--- config.mk ---
export PLATFORM = sky130hd
export DESIGN_NAME = sram_axi_arbiter
export DESIGN_NICKNAME = d
export VERILOG_FILES = /design/src/rtl/sram_axi_pkg.sv /design/src/rtl/sram_axi_arbiter_rr_arbiter.sv /design/src/rtl/sram_axi_arbiter.sv
export SDC_FILE = /design/constraint.sdc
export NUM_CORES = 1
export LEC_CHECK = 0
export CORE_AREA = 2 2 160 162
export DETAILED_ROUTE_END_ITERATION = 16
export DIE_AREA = 0 0 162 164
export HOLD_SLACK_MARGIN = 0.05
export PLACE_DENSITY = 0.65
export SLEW_MARGIN = 20
export SYNTH_ARGS = -nofsm -noshare
export SYNTH_HDL_FRONTEND = slang
export SYNTH_SLANG_ARGS = --single-unit
--- constraint.sdc ---
create_clock -name aclk -period 2.05 [get_ports aclk]
set_input_delay 0.41 -clock aclk [delete_from_list [all_inputs] [get_ports aclk]]
set_output_delay 0.41 -clock aclk [all_outputs]
set_load 0.02 [all_outputs]
--- src/rtl/sram_axi_pkg.sv ---
// Shared AXI3 constants, per-channel state type and write-strobe helper for sram_axi_arbiter.
package sram_axi_pkg;

    localparam logic [1:0] BURST_INCR = 2'b01;

    localparam logic [1:0] SIZE_BYTE = 2'd0;
    localparam logic [1:0] SIZE_HALF = 2'd1;
    localparam logic [1:0] SIZE_WORD = 2'd2;

    localparam logic [3:0] CACHE_WB = 4'b1111;
    localparam logic [3:0] CACHE_UC = 4'b0000;

    typedef enum logic [1:0] {
        ChIdle,
        ChRdWait,
        ChWrWait
    } ch_state_t;

    // Byte-lane strobe for a 32-bit bus from transfer size and low address bits.
    function automatic logic [3:0] gen_wstrb(input logic [1:0] size, input logic [1:0] addr);
        logic [3:0] strb;
        case (size)
            SIZE_BYTE: strb = 4'b0001 << addr;
            SIZE_HALF: strb = 4'b0011 << {addr[1], 1'b0};
            SIZE_WORD: strb = 4'b1111;
            default:   strb = 4'b1111;
        endcase
        return strb;
    endfunction

endpackage

--- src/rtl/sram_axi_arbiter_rr_arbiter.sv ---
// Request vector to one-hot grant. Round-robin by default; with SRAM_AXI_STRICT_PRIO_EN defined
// it becomes fixed priority (lowest index wins) and the pointer register disappears.
module rr_arbiter
    import sram_axi_pkg::*;
#(
    parameter int unsigned N = 2
) (
    input  logic         clk_i,
    input  logic         rst_ni,
    input  logic [N-1:0] req_i,
    input  logic         advance_i,
    output logic [N-1:0] gnt_o
);

`ifdef SRAM_AXI_STRICT_PRIO_EN
    logic unused_strict;
    assign unused_strict = clk_i ^ rst_ni ^ advance_i;

    // Isolate the lowest set request bit.
    always_comb begin
        gnt_o = req_i & (~req_i + N'(1));
    end
`else
    localparam int unsigned PtrW = (N > 1) ? $clog2(N) : 1;

    logic [PtrW-1:0] ptr_q, ptr_d;
    logic [PtrW-1:0] gnt_idx;
    logic [PtrW:0]   sum;
    logic [PtrW-1:0] idx;

    // Scan requests starting at the pointer, wrapping modulo N; first hit wins.
    always_comb begin
        gnt_o   = '0;
        gnt_idx = '0;
        sum     = '0;
        idx     = '0;
        for (int unsigned i = 0; i < N; i++) begin
            sum = {1'b0, ptr_q} + (PtrW + 1)'(i);
            if (sum >= (PtrW + 1)'(N)) begin
                sum = sum - (PtrW + 1)'(N);
            end
            idx = sum[PtrW-1:0];
            if (req_i[idx] && (gnt_o == '0)) begin
                gnt_o[idx] = 1'b1;
                gnt_idx    = idx;
            end
        end
    end

    // Pointer moves just past the channel that was granted.
    always_comb begin
        ptr_d = ptr_q;
        if (advance_i && (|req_i)) begin
            ptr_d = (gnt_idx == PtrW'(N - 1)) ? '0 : gnt_idx + 1'b1;
        end
    end

    // Pointer register.
    always_ff @(posedge clk_i or negedge rst_ni) begin
        if (!rst_ni) begin
            ptr_q <= '0;
        end else begin
            ptr_q <= ptr_d;
        end
    end
`endif

endmodule

--- src/rtl/sram_axi_arbiter.sv ---
// NUM_CH SRAM-like request ports bridged onto one AXI3 master, single-beat, one outstanding
// transaction per channel, AXI ID = channel index. Define SRAM_AXI_STRICT_PRIO_EN for fixed
// priority arbitration instead of round-robin.
module sram_axi_arbiter
    import sram_axi_pkg::*;
#(
    parameter int unsigned NUM_CH = 2,
    parameter int unsigned ID_W   = 4,
    parameter int unsigned ADDR_W = 32,
    parameter int unsigned DATA_W = 32
) (
    input  logic                     aclk,
    input  logic                     aresetn,
    input  logic [NUM_CH-1:0]        ch_req,
    input  logic [NUM_CH-1:0]        ch_wr,
    input  logic [2*NUM_CH-1:0]      ch_size,
    input  logic [ADDR_W*NUM_CH-1:0] ch_addr,
    input  logic [DATA_W*NUM_CH-1:0] ch_wdata,
    input  logic [NUM_CH-1:0]        ch_uncached,
    output logic [NUM_CH-1:0]        ch_addr_ok,
    output logic [NUM_CH-1:0]        ch_data_ok,
    output logic [DATA_W*NUM_CH-1:0] ch_rdata,
    output logic [ID_W-1:0]          arid,
    output logic [ADDR_W-1:0]        araddr,
    output logic [3:0]               arlen,
    output logic [2:0]               arsize,
    output logic [1:0]               arburst,
    output logic [1:0]               arlock,
    output logic [3:0]               arcache,
    output logic [2:0]               arprot,
    output logic                     arvalid,
    input  logic                     arready,
    input  logic [ID_W-1:0]          rid,
    input  logic [DATA_W-1:0]        rdata,
    input  logic [1:0]               rresp,
    input  logic                     rlast,
    input  logic                     rvalid,
    output logic                     rready,
    output logic [ID_W-1:0]          awid,
    output logic [ADDR_W-1:0]        awaddr,
    output logic [3:0]               awlen,
    output logic [2:0]               awsize,
    output logic [1:0]               awburst,
    output logic [1:0]               awlock,
    output logic [3:0]               awcache,
    output logic [2:0]               awprot,
    output logic                     awvalid,
    input  logic                     awready,
    output logic [ID_W-1:0]          wid,
    output logic [DATA_W-1:0]        wdata,
    output logic [3:0]               wstrb,
    output logic                     wlast,
    output logic                     wvalid,
    input  logic                     wready,
    input  logic [ID_W-1:0]          bid,
    input  logic [1:0]               bresp,
    input  logic                     bvalid,
    output logic                     bready
);

    ch_state_t state_q [NUM_CH];
    ch_state_t state_d [NUM_CH];

    logic [NUM_CH-1:0] ch_idle, rd_elig, wr_elig, rd_gnt, wr_gnt;
    logic              rd_can, wr_can;
    logic [ID_W-1:0]   rd_idx, wr_idx;
    logic [ADDR_W-1:0] rd_addr, wr_addr;
    logic [1:0]        rd_size, wr_size;
    logic              rd_uc, wr_uc;
    logic [DATA_W-1:0] wr_data;

    logic              ar_v_q, ar_v_d, ar_uc_q, ar_uc_d;
    logic [ID_W-1:0]   ar_id_q, ar_id_d;
    logic [ADDR_W-1:0] ar_addr_q, ar_addr_d;
    logic [1:0]        ar_size_q, ar_size_d;
    logic              aw_v_q, aw_v_d, w_v_q, w_v_d, aw_uc_q, aw_uc_d;
    logic [ID_W-1:0]   aw_id_q, aw_id_d;
    logic [ADDR_W-1:0] aw_addr_q, aw_addr_d;
    logic [1:0]        aw_size_q, aw_size_d;
    logic [DATA_W-1:0] w_data_q, w_data_d;
    logic [3:0]        w_strb_q, w_strb_d;

    logic unused_resp;
    assign unused_resp = ^{rresp, rlast, bresp};

    // A holding slot can take a new request if empty or emptying this cycle.
    assign rd_can  = ~ar_v_q | arready;
    assign wr_can  = (~aw_v_q | awready) & (~w_v_q | wready);
    assign rd_elig = ch_req & ~ch_wr & ch_idle & {NUM_CH{rd_can}};
    assign wr_elig = ch_req & ch_wr & ch_idle & {NUM_CH{wr_can}};

    rr_arbiter #(.N(NUM_CH)) u_rd_arb (
        .clk_i     (aclk),
        .rst_ni    (aresetn),
        .req_i     (rd_elig),
        .advance_i (rd_can),
        .gnt_o     (rd_gnt)
    );

    rr_arbiter #(.N(NUM_CH)) u_wr_arb (
        .clk_i     (aclk),
        .rst_ni    (aresetn),
        .req_i     (wr_elig),
        .advance_i (wr_can),
        .gnt_o     (wr_gnt)
    );

    // Per-channel status, granted-request field muxes and response matching.
    always_comb begin
        rd_idx   = '0;
        wr_idx   = '0;
        rd_addr  = '0;
        wr_addr  = '0;
        rd_size  = '0;
        wr_size  = '0;
        rd_uc    = 1'b0;
        wr_uc    = 1'b0;
        wr_data  = '0;
        ch_idle  = '0;
        ch_data_ok = '0;
        ch_rdata = '0;
        for (int k = 0; k < int'(NUM_CH); k++) begin
            ch_idle[k] = (state_q[k] == ChIdle);
            ch_rdata[k*DATA_W +: DATA_W] = rdata;
            ch_data_ok[k] = (rvalid && (rid == ID_W'(k)) && (state_q[k] == ChRdWait)) ||
                            (bvalid && (bid == ID_W'(k)) && (state_q[k] == ChWrWait));
            if (rd_gnt[k]) begin
                rd_idx  = ID_W'(k);
                rd_addr = ch_addr[k*ADDR_W +: ADDR_W];
                rd_size = ch_size[2*k +: 2];
                rd_uc   = ch_uncached[k];
            end
            if (wr_gnt[k]) begin
                wr_idx  = ID_W'(k);
                wr_addr = ch_addr[k*ADDR_W +: ADDR_W];
                wr_size = ch_size[2*k +: 2];
                wr_uc   = ch_uncached[k];
                wr_data = ch_wdata[k*DATA_W +: DATA_W];
            end
        end
        ch_addr_ok = rd_gnt | wr_gnt;
    end

    // Channel FSMs: a response releases the channel, a grant parks it in the matching wait.
    always_comb begin
        for (int k = 0; k < int'(NUM_CH); k++) begin
            state_d[k] = state_q[k];
            if (ch_data_ok[k]) begin
                state_d[k] = ChIdle;
            end else if (rd_gnt[k]) begin
                state_d[k] = ChRdWait;
            end else if (wr_gnt[k]) begin
                state_d[k] = ChWrWait;
            end
        end
    end

    // AR/AW/W holding registers: clear on handshake, reload on grant.
    always_comb begin
        ar_v_d    = ar_v_q;
        ar_id_d   = ar_id_q;
        ar_addr_d = ar_addr_q;
        ar_size_d = ar_size_q;
        ar_uc_d   = ar_uc_q;
        aw_v_d    = aw_v_q;
        w_v_d     = w_v_q;
        aw_id_d   = aw_id_q;
        aw_addr_d = aw_addr_q;
        aw_size_d = aw_size_q;
        aw_uc_d   = aw_uc_q;
        w_data_d  = w_data_q;
        w_strb_d  = w_strb_q;
        if (ar_v_q && arready) ar_v_d = 1'b0;
        if (aw_v_q && awready) aw_v_d = 1'b0;
        if (w_v_q && wready)   w_v_d  = 1'b0;
        if (|rd_gnt) begin
            ar_v_d    = 1'b1;
            ar_id_d   = rd_idx;
            ar_addr_d = rd_addr;
            ar_size_d = rd_size;
            ar_uc_d   = rd_uc;
        end
        if (|wr_gnt) begin
            aw_v_d    = 1'b1;
            w_v_d     = 1'b1;
            aw_id_d   = wr_idx;
            aw_addr_d = wr_addr;
            aw_size_d = wr_size;
            aw_uc_d   = wr_uc;
            w_data_d  = wr_data;
            w_strb_d  = gen_wstrb(wr_size, wr_addr[1:0]);
        end
    end

    // State registers.
    always_ff @(posedge aclk or negedge aresetn) begin
        if (!aresetn) begin
            for (int k = 0; k < int'(NUM_CH); k++) state_q[k] <= ChIdle;
            ar_v_q    <= 1'b0;
            ar_id_q   <= '0;
            ar_addr_q <= '0;
            ar_size_q <= '0;
            ar_uc_q   <= 1'b0;
            aw_v_q    <= 1'b0;
            w_v_q     <= 1'b0;
            aw_id_q   <= '0;
            aw_addr_q <= '0;
            aw_size_q <= '0;
            aw_uc_q   <= 1'b0;
            w_data_q  <= '0;
            w_strb_q  <= '0;
        end else begin
            for (int k = 0; k < int'(NUM_CH); k++) state_q[k] <= state_d[k];
            ar_v_q    <= ar_v_d;
            ar_id_q   <= ar_id_d;
            ar_addr_q <= ar_addr_d;
            ar_size_q <= ar_size_d;
            ar_uc_q   <= ar_uc_d;
            aw_v_q    <= aw_v_d;
            w_v_q     <= w_v_d;
            aw_id_q   <= aw_id_d;
            aw_addr_q <= aw_addr_d;
            aw_size_q <= aw_size_d;
            aw_uc_q   <= aw_uc_d;
            w_data_q  <= w_data_d;
            w_strb_q  <= w_strb_d;
        end
    end

    assign arid    = ar_id_q;
    assign araddr  = ar_addr_q;
    assign arlen   = 4'd0;
    assign arsize  = {1'b0, ar_size_q};
    assign arburst = BURST_INCR;
    assign arlock  = 2'b00;
    assign arcache = ar_uc_q ? CACHE_UC : CACHE_WB;
    assign arprot  = 3'b000;
    assign arvalid = ar_v_q;
    assign rready  = 1'b1;

    assign awid    = aw_id_q;
    assign awaddr  = aw_addr_q;
    assign awlen   = 4'd0;
    assign awsize  = {1'b0, aw_size_q};
    assign awburst = BURST_INCR;
    assign awlock  = 2'b00;
    assign awcache = aw_uc_q ? CACHE_UC : CACHE_WB;
    assign awprot  = 3'b000;
    assign awvalid = aw_v_q;

    assign wid     = aw_id_q;
    assign wdata   = w_data_q;
    assign wstrb   = w_strb_q;
    assign wlast   = 1'b1;
    assign wvalid  = w_v_q;
    assign bready  = 1'b1;

endmodule
After elaboration in Yosys (flattened, before gate mapping)
Index checks and enable logic that the tools add are counted.
{"block": "op_classes", "n_addsub": 8, "n_lt_le_gt_ge": 12, "n_eq_ne": 7, "shifts": 2, "mux": 61, "bitwise_logic": 17, "n_reduce_logical": 37}
{"cell": "32-bit two-way mux", "n": 6}
{"cell": "1-bit two-way mux", "n": 34}
{"cell": "2-bit two-way mux", "n": 14}
{"cell": "1-bit logical AND", "n": 19}
{"cell": "2-bit AND", "n": 6}
{"cell": "2-bit zero test", "n": 5}
{"cell": "4-bit by 1-bit equality test with 1-bit output (second input constant)", "n": 2}
{"cell": "4-bit zero test", "n": 2}
{"cell": "1-bit by 2-bit less-than comparator with 1-bit output (second input constant)", "n": 4}
{"cell": "4-bit two-way mux", "n": 2}
{"cell": "4-bit case mux with 2 select lines", "n": 1}
{"cell": "2-bit OR reduction", "n": 4}
{"cell": "2-bit by 1-bit equality test with 1-bit output (second input constant)", "n": 3}
{"cell": "2-bit OR", "n": 3}
{"cell": "2-bit nonzero test", "n": 3}
{"cell": "3-bit nonzero test", "n": 2}
{"cell": "1-bit by 1-bit adder with 2-bit output (second input constant)", "n": 2}
{"cell": "1-bit demux with 1-bit select", "n": 4}
{"cell": "2-bit equality test (second input constant)", "n": 2}
{"cell": "1-bit greater-or-equal comparator (second input constant)", "n": 4}
{"cell": "1-bit by 2-bit greater-or-equal comparator with 1-bit output (second input constant)", "n": 2}
{"cell": "2-bit greater-or-equal comparator (second input constant)", "n": 2}
{"cell": "1-bit by 2-bit << shifter with 4-bit output (first input constant)", "n": 1}
{"cell": "2-bit by 2-bit << shifter with 4-bit output (first input constant)", "n": 1}
{"cell": "7 further kinds", "n": 16}
{"block": "word_totals", "register_bits": 123, "in_bits": 190, "output_inout_bits": 222, "elab_cells": 161}

Longest topological paths before layout
{"block": "logic_depth", "word_depth": 14, "ltp_mapped": 7, "mapped_depth_nobuf": 5}

Modules after synthesis
From an unflattened synthesis, not the netlist that was laid out.
{"block": "unflattened", "hier_cells": 643, "area_unflattened_um2": 6258.5}
{"module": "sram_axi_arbiter", "instances": 1, "cells_each": 631, "area_each_um2": 6148.4, "seq_area_each_um2": 2877.8}
{"module": "rr_arbiter", "instances": 2, "cells_each": 6, "area_each_um2": 55.1, "seq_area_each_um2": 25.0}

Worst setup path before layout
OpenSTA, ideal clock, no wires.
{"block": "synth_timing", "path_type": "input to output", "start": "input port ch_wr[0]", "end": "output port ch_addr_ok[1]", "arrival_ps": 1795, "t_required_ps": 1640, "slack_ps": -155, "stages": 5, "n_path_buf": 2, "path_cell_list": "or4b_1 > o21a_1 > buf_2 > buf_2 > or2_2"}
{"block": "synth_between", "elab_chain_cells": 11, "elab_cells_between_ends": 26, "classes_between": "12 x mux; 10 x bitwise; 4 x reduce/logical"}
{"element": "start, declared", "line_no": "sram_axi_arbiter.sv:15", "text": "input logic [NUM_CH-1:0] ch_wr,"}
{"element": "2-bit NOT", "line_no": "sram_axi_arbiter.sv:89", "text": "assign rd_elig = ch_req & ~ch_wr & ch_idle & {NUM_CH{rd_can}};"}
{"element": "2-bit AND (3 in series)", "line_no": "sram_axi_arbiter.sv:89"}
{"element": "1-bit two-way mux (implied by the code) (2 in series)", "line_no": "sram_axi_arbiter_rr_arbiter.sv:43", "text": "if (req_i[idx] && (gnt_o == '0)) begin"}
{"element": "2-bit two-way mux", "line_no": "sram_axi_arbiter_rr_arbiter.sv:43"}
{"element": "2-bit zero test", "line_no": "sram_axi_arbiter_rr_arbiter.sv:43"}
{"element": "1-bit logical AND", "line_no": "sram_axi_arbiter_rr_arbiter.sv:43"}
{"element": "2-bit two-way mux", "line_no": "sram_axi_arbiter_rr_arbiter.sv:43"}
{"element": "2-bit OR *", "line_no": "sram_axi_arbiter.sv:141", "text": "ch_addr_ok = rd_gnt | wr_gnt;"}
{"element": "end, declared", "line_no": "sram_axi_arbiter.sv:20", "text": "output logic [NUM_CH-1:0] ch_addr_ok,"}
Mark *: on every way between the ends. The rest lies on a longest branch, timed or not. The select of a mux whose other input is x is not followed.

Final worst setup path
{"block": "layout_timing", "start": "input port ch_req[0]", "end": "output port ch_addr_ok[0]"}
{"block": "layout_between", "elab_chain_cells": 10, "elab_cells_between_ends": 25, "classes_between": "12 x mux; 9 x bitwise; 4 x reduce/logical"}
{"element": "start, declared", "line_no": "sram_axi_arbiter.sv:14", "text": "input logic [NUM_CH-1:0] ch_req,"}
{"element": "2-bit AND (on tied branches) (3 in series)", "line_no": "sram_axi_arbiter.sv:89, sram_axi_arbiter.sv:90"}
{"element": "1-bit two-way mux (implied by the code) (2 in series)", "line_no": "sram_axi_arbiter_rr_arbiter.sv:43"}
{"element": "2-bit two-way mux", "line_no": "sram_axi_arbiter_rr_arbiter.sv:43"}
{"element": "2-bit zero test", "line_no": "sram_axi_arbiter_rr_arbiter.sv:43"}
{"element": "1-bit logical AND", "line_no": "sram_axi_arbiter_rr_arbiter.sv:43"}
{"element": "2-bit two-way mux", "line_no": "sram_axi_arbiter_rr_arbiter.sv:43"}
{"element": "2-bit OR *", "line_no": "sram_axi_arbiter.sv:141"}
Marks and branches as above.

==> results_dict.tcl <==
set metrics [dict create \
    outcome "complete, but fails checks" \
    violations "setup timing" \
    ys_seq_area_share_pct 50.37 \
    cts_buffer_depth 2 \
    worstPathRequired_ps 1640 \
    rsz0062_at_grt "true" \
    dieArea_um2 26570 \
    synthArstFlopShare_pct 100.0 \
    grt_overflow 0 \
    initial_core_util_pct 23.42 \
    use_met1_pct 17.38 \
    port_buffers 274 \
    critPathKind "input port to output port" \
    holdCritStartpoint "awaddr[1]$_DFFE_PN0P_" \
    path_clk_slew_ps 50 \
    antenna_found_initial 0 \
    synth_seq_cells 117 \
    drive_gt1_share_pct 13.27 \
    yosysTopAreaCell "dfrtp_1" \
    clock_sinks 117 \
    grt_pass1_wl_um 31660 \
    wl_per_cell_um 19.00 \
    drv_cap 0 \
    drt_pass1_iterations 10 \
    yosys.cell_types.count 42 \
    finalCriticalPeriod_ps 2445 \
    coreArea_um2 24820 \
    yosysTopAreaCellShare_pct 50.37 \
    drt-vias-per-instance 4.730 \
    seq_area_um2 2929 \
    endpoint_kind "output port" \
    cts_root_buffer "clkbuf_16" \
    r2r_slack_ps 60 \
    worstRegToRegCells 5 \
    antenna_left 0 \
    use_met3_pct 4.949 \
    powerDensity_nw_per_um2 1495 \
    holdWs_ps 480.2 \
    die_x_um 162 \
    yosys_warnings 0 \
    max_freq_ghz 0.4089 \
    hold_end "awaddr[1]$_DFFE_PN0P_" \
    row_count 58 \
    setup_viol_count_final 2 \
    setup_ws_ps -395.5 \
    vias 5269 \
    die_height_um 164 \
    track_usage_pct 15.57 \
    drv_slew 0 \
    hold_viol 0 \
    pin_count 412 \
    cts_max_level 4 \
    synth_area_um2 5813 \
    fin_nets 961 \
    area_delta_synth_final_pct 61.99 \
    syn_area_per_cell_um2 10.80 \
    skew_ps 9.016 \
    grt_max_degree 76 \
    cts_buffers 17 \
    place.detailed.hpwl_um 15230 \
    grt_pass1_vias 5497 \
    syn_inst 538 \
    place_area_um2 8573 \
    final_area_um2 9417 \
    rr_startpoint "state_q[3]$_DFFE_PN0P_" \
    maxSlewHeadroom_pct 58.29 \
    final.fill_count 2466 \
    diodes 0 \
    wirelength_um 21170 \
    critPathArrivalTime_ps 2040 \
    clk_latency_ps 400 \
    multi_input_area_um2 1779 \
    r2r-end "araddr[21]$_DFFE_PN0P_" \
    leakage_nw 4.545 \
    drc 0 \
    fin_crit_sh_pct 119.3 \
    grtUsageMet2_pct 27.56 \
    cts_tree "done" \
    peakVddDrop_v 0.0006342 \
    synthTopCellsByArea "dfrtp_1 (50%), a222oi_1 (17%), buf_4 (15%), inv_1 (6.8%), clkbuf_1 (0.97%)" \
    synth_flop_cell "dfrtp_1" \
    whs_path_depth 1 \
    drt_iter0_drc 738 \
    top_usage_layer "met2" \
    worstHoldPathType "flip-flop to flip-flop" \
    synth_edf_count 0 \
    worst_pin_slew_ps 625.7 \
    cp-start-kind "input port" \
    globalplace.congestion 0.8011 \
    crit_path_max_fanout 2 \
]
[cells in the final DEF (no fill, tap or decap), types with 4 or more instances in the layout]
cell type / count
a21oi_1: 4
a222oi_1: 100
buf_12: 8
buf_4: 33
buf_6: 8
bufinv_16: 7
clkbuf_16: 17
clkdlybuf4s50_1: 258
conb_1: 36
dfrtp_1: 116
dlygate4sd2_1: 7
dlymetal6s2s_1: 4
inv_1: 105
inv_6: 5
nand2_1: 5
nor2_1: 12
[timing repair]
item	in CTS	in global routing
pin swaps	9	3
resized for setup	37	8
setup buffers	3	3
cloned	0	0
endpoints found under the setup margin	77	76
hold buffers	1	0
endpoints found under the hold margin	51	0
[worst max-delay path, stage by stage]
cell and delay [ps]:
clkdlybuf4s50_1 470, or4b_4 470, buf_6 130, nor2_4 70
a21boi_4 210, or2_4 150, buf_6 110
[cell usage after synthesis (3+ instances only)]
cell type / instances
o21ai_0: 3
nand2_1: 5
nor2b_1: 3
dfrtp_1: 117
inv_1: 105
o21a_1: 3
a222oi_1: 100
nor2_1: 15
nor4b_1: 3
a21oi_1: 4
nand2b_1: 3
buf_2: 11
clkbuf_1: 15
o22a_1: 3
buf_4: 113
[area by class of cell]
| type | instances | share of cell area [%] |
|---|---|---|
| Tap cell | 330 | 4.385 |
| Clock buffer | 18 | 4.558 |
| Clock inverter | 14 | 2.870 |
| Inverter | 105 | 4.185 |
| Timing Repair Buffer | 319 | 34.00 |
| Multi-Input combinational cell | 211 | 18.89 |
| Sequential cell | 117 | 31.11 |
[state kept, by name, summed over array words and instances (netlist names), 2 cells and up, named ones only]
| signal | cells |
|---|---|
| state_q | 4 |
| aw_size_q | 2 |
| awaddr | 32 |
| wstrb | 4 |
| araddr | 32 |
| ar_size_q | 2 |
| wdata | 32 |
[cells by family after synthesis]
group,Yosys count,share of synthesized area [%]
buffers and inverters,244,23.29
AO/OA/AOI/OAI,128,20.92
flip-flops,117,50.37
AND/OR/NAND/NOR,47,5.295
other,2,0.1292
[power by group]
| part | switching (mW) | internal [mW] |
|---|---|---|
| sequential | 0.668 | 3.38 |
| clock | 1.15 | 2.43 |
| combinational | 3.27 | 3.17 |
| total | 5.09 | 8.98 |
[routing by layer]
layer / up-vias / routed length, µm
met3: 44 / 1939
met2: 321 / 10840
met1: 2604 / 7787
met4: 0 / 599
met5: - / 0
li1: 2300 / -
[per-stage QoR]
step / worst slack (ps) / power (mW) / utilization (%) / TNS (ps) / instances
6_report: -395.5 / 14.08 / 37.94 / -765.2 / 1114
2_1_floorplan: -50.61 / 7.373 / - / -88.55 / 572
3_5_place_dp: -769.6 / 10.48 / 34.54 / -46750 / 1076
5_1_grt: -464.7 / 14.88 / 37.94 / -1232 / 1114
3_3_place_gp: -755.1 / 10.40 / 34.54 / -44180 / 1076
4_1_cts: -427.3 / 14.19 / 37.70 / -815.1 / 1111
[how the worst max path moves through the flow]
stage	cells after the start	startpoint	endpoint
6_report	7	ch_req[0]	ch_addr_ok[0]
5_1_grt	6	state_q[3]$_DFFE_PN0P_	ch_addr_ok[0]
4_1_cts	6	state_q[3]$_DFFE_PN0P_	ch_addr_ok[0]
3_5_place_dp	5	ch_wr[0]	ch_addr_ok[1]
3_3_place_gp	5	ch_wr[0]	ch_addr_ok[1]
2_1_floorplan	5	ch_wr[0]	ch_addr_ok[1]
Power figures use the tool's default switching activity.
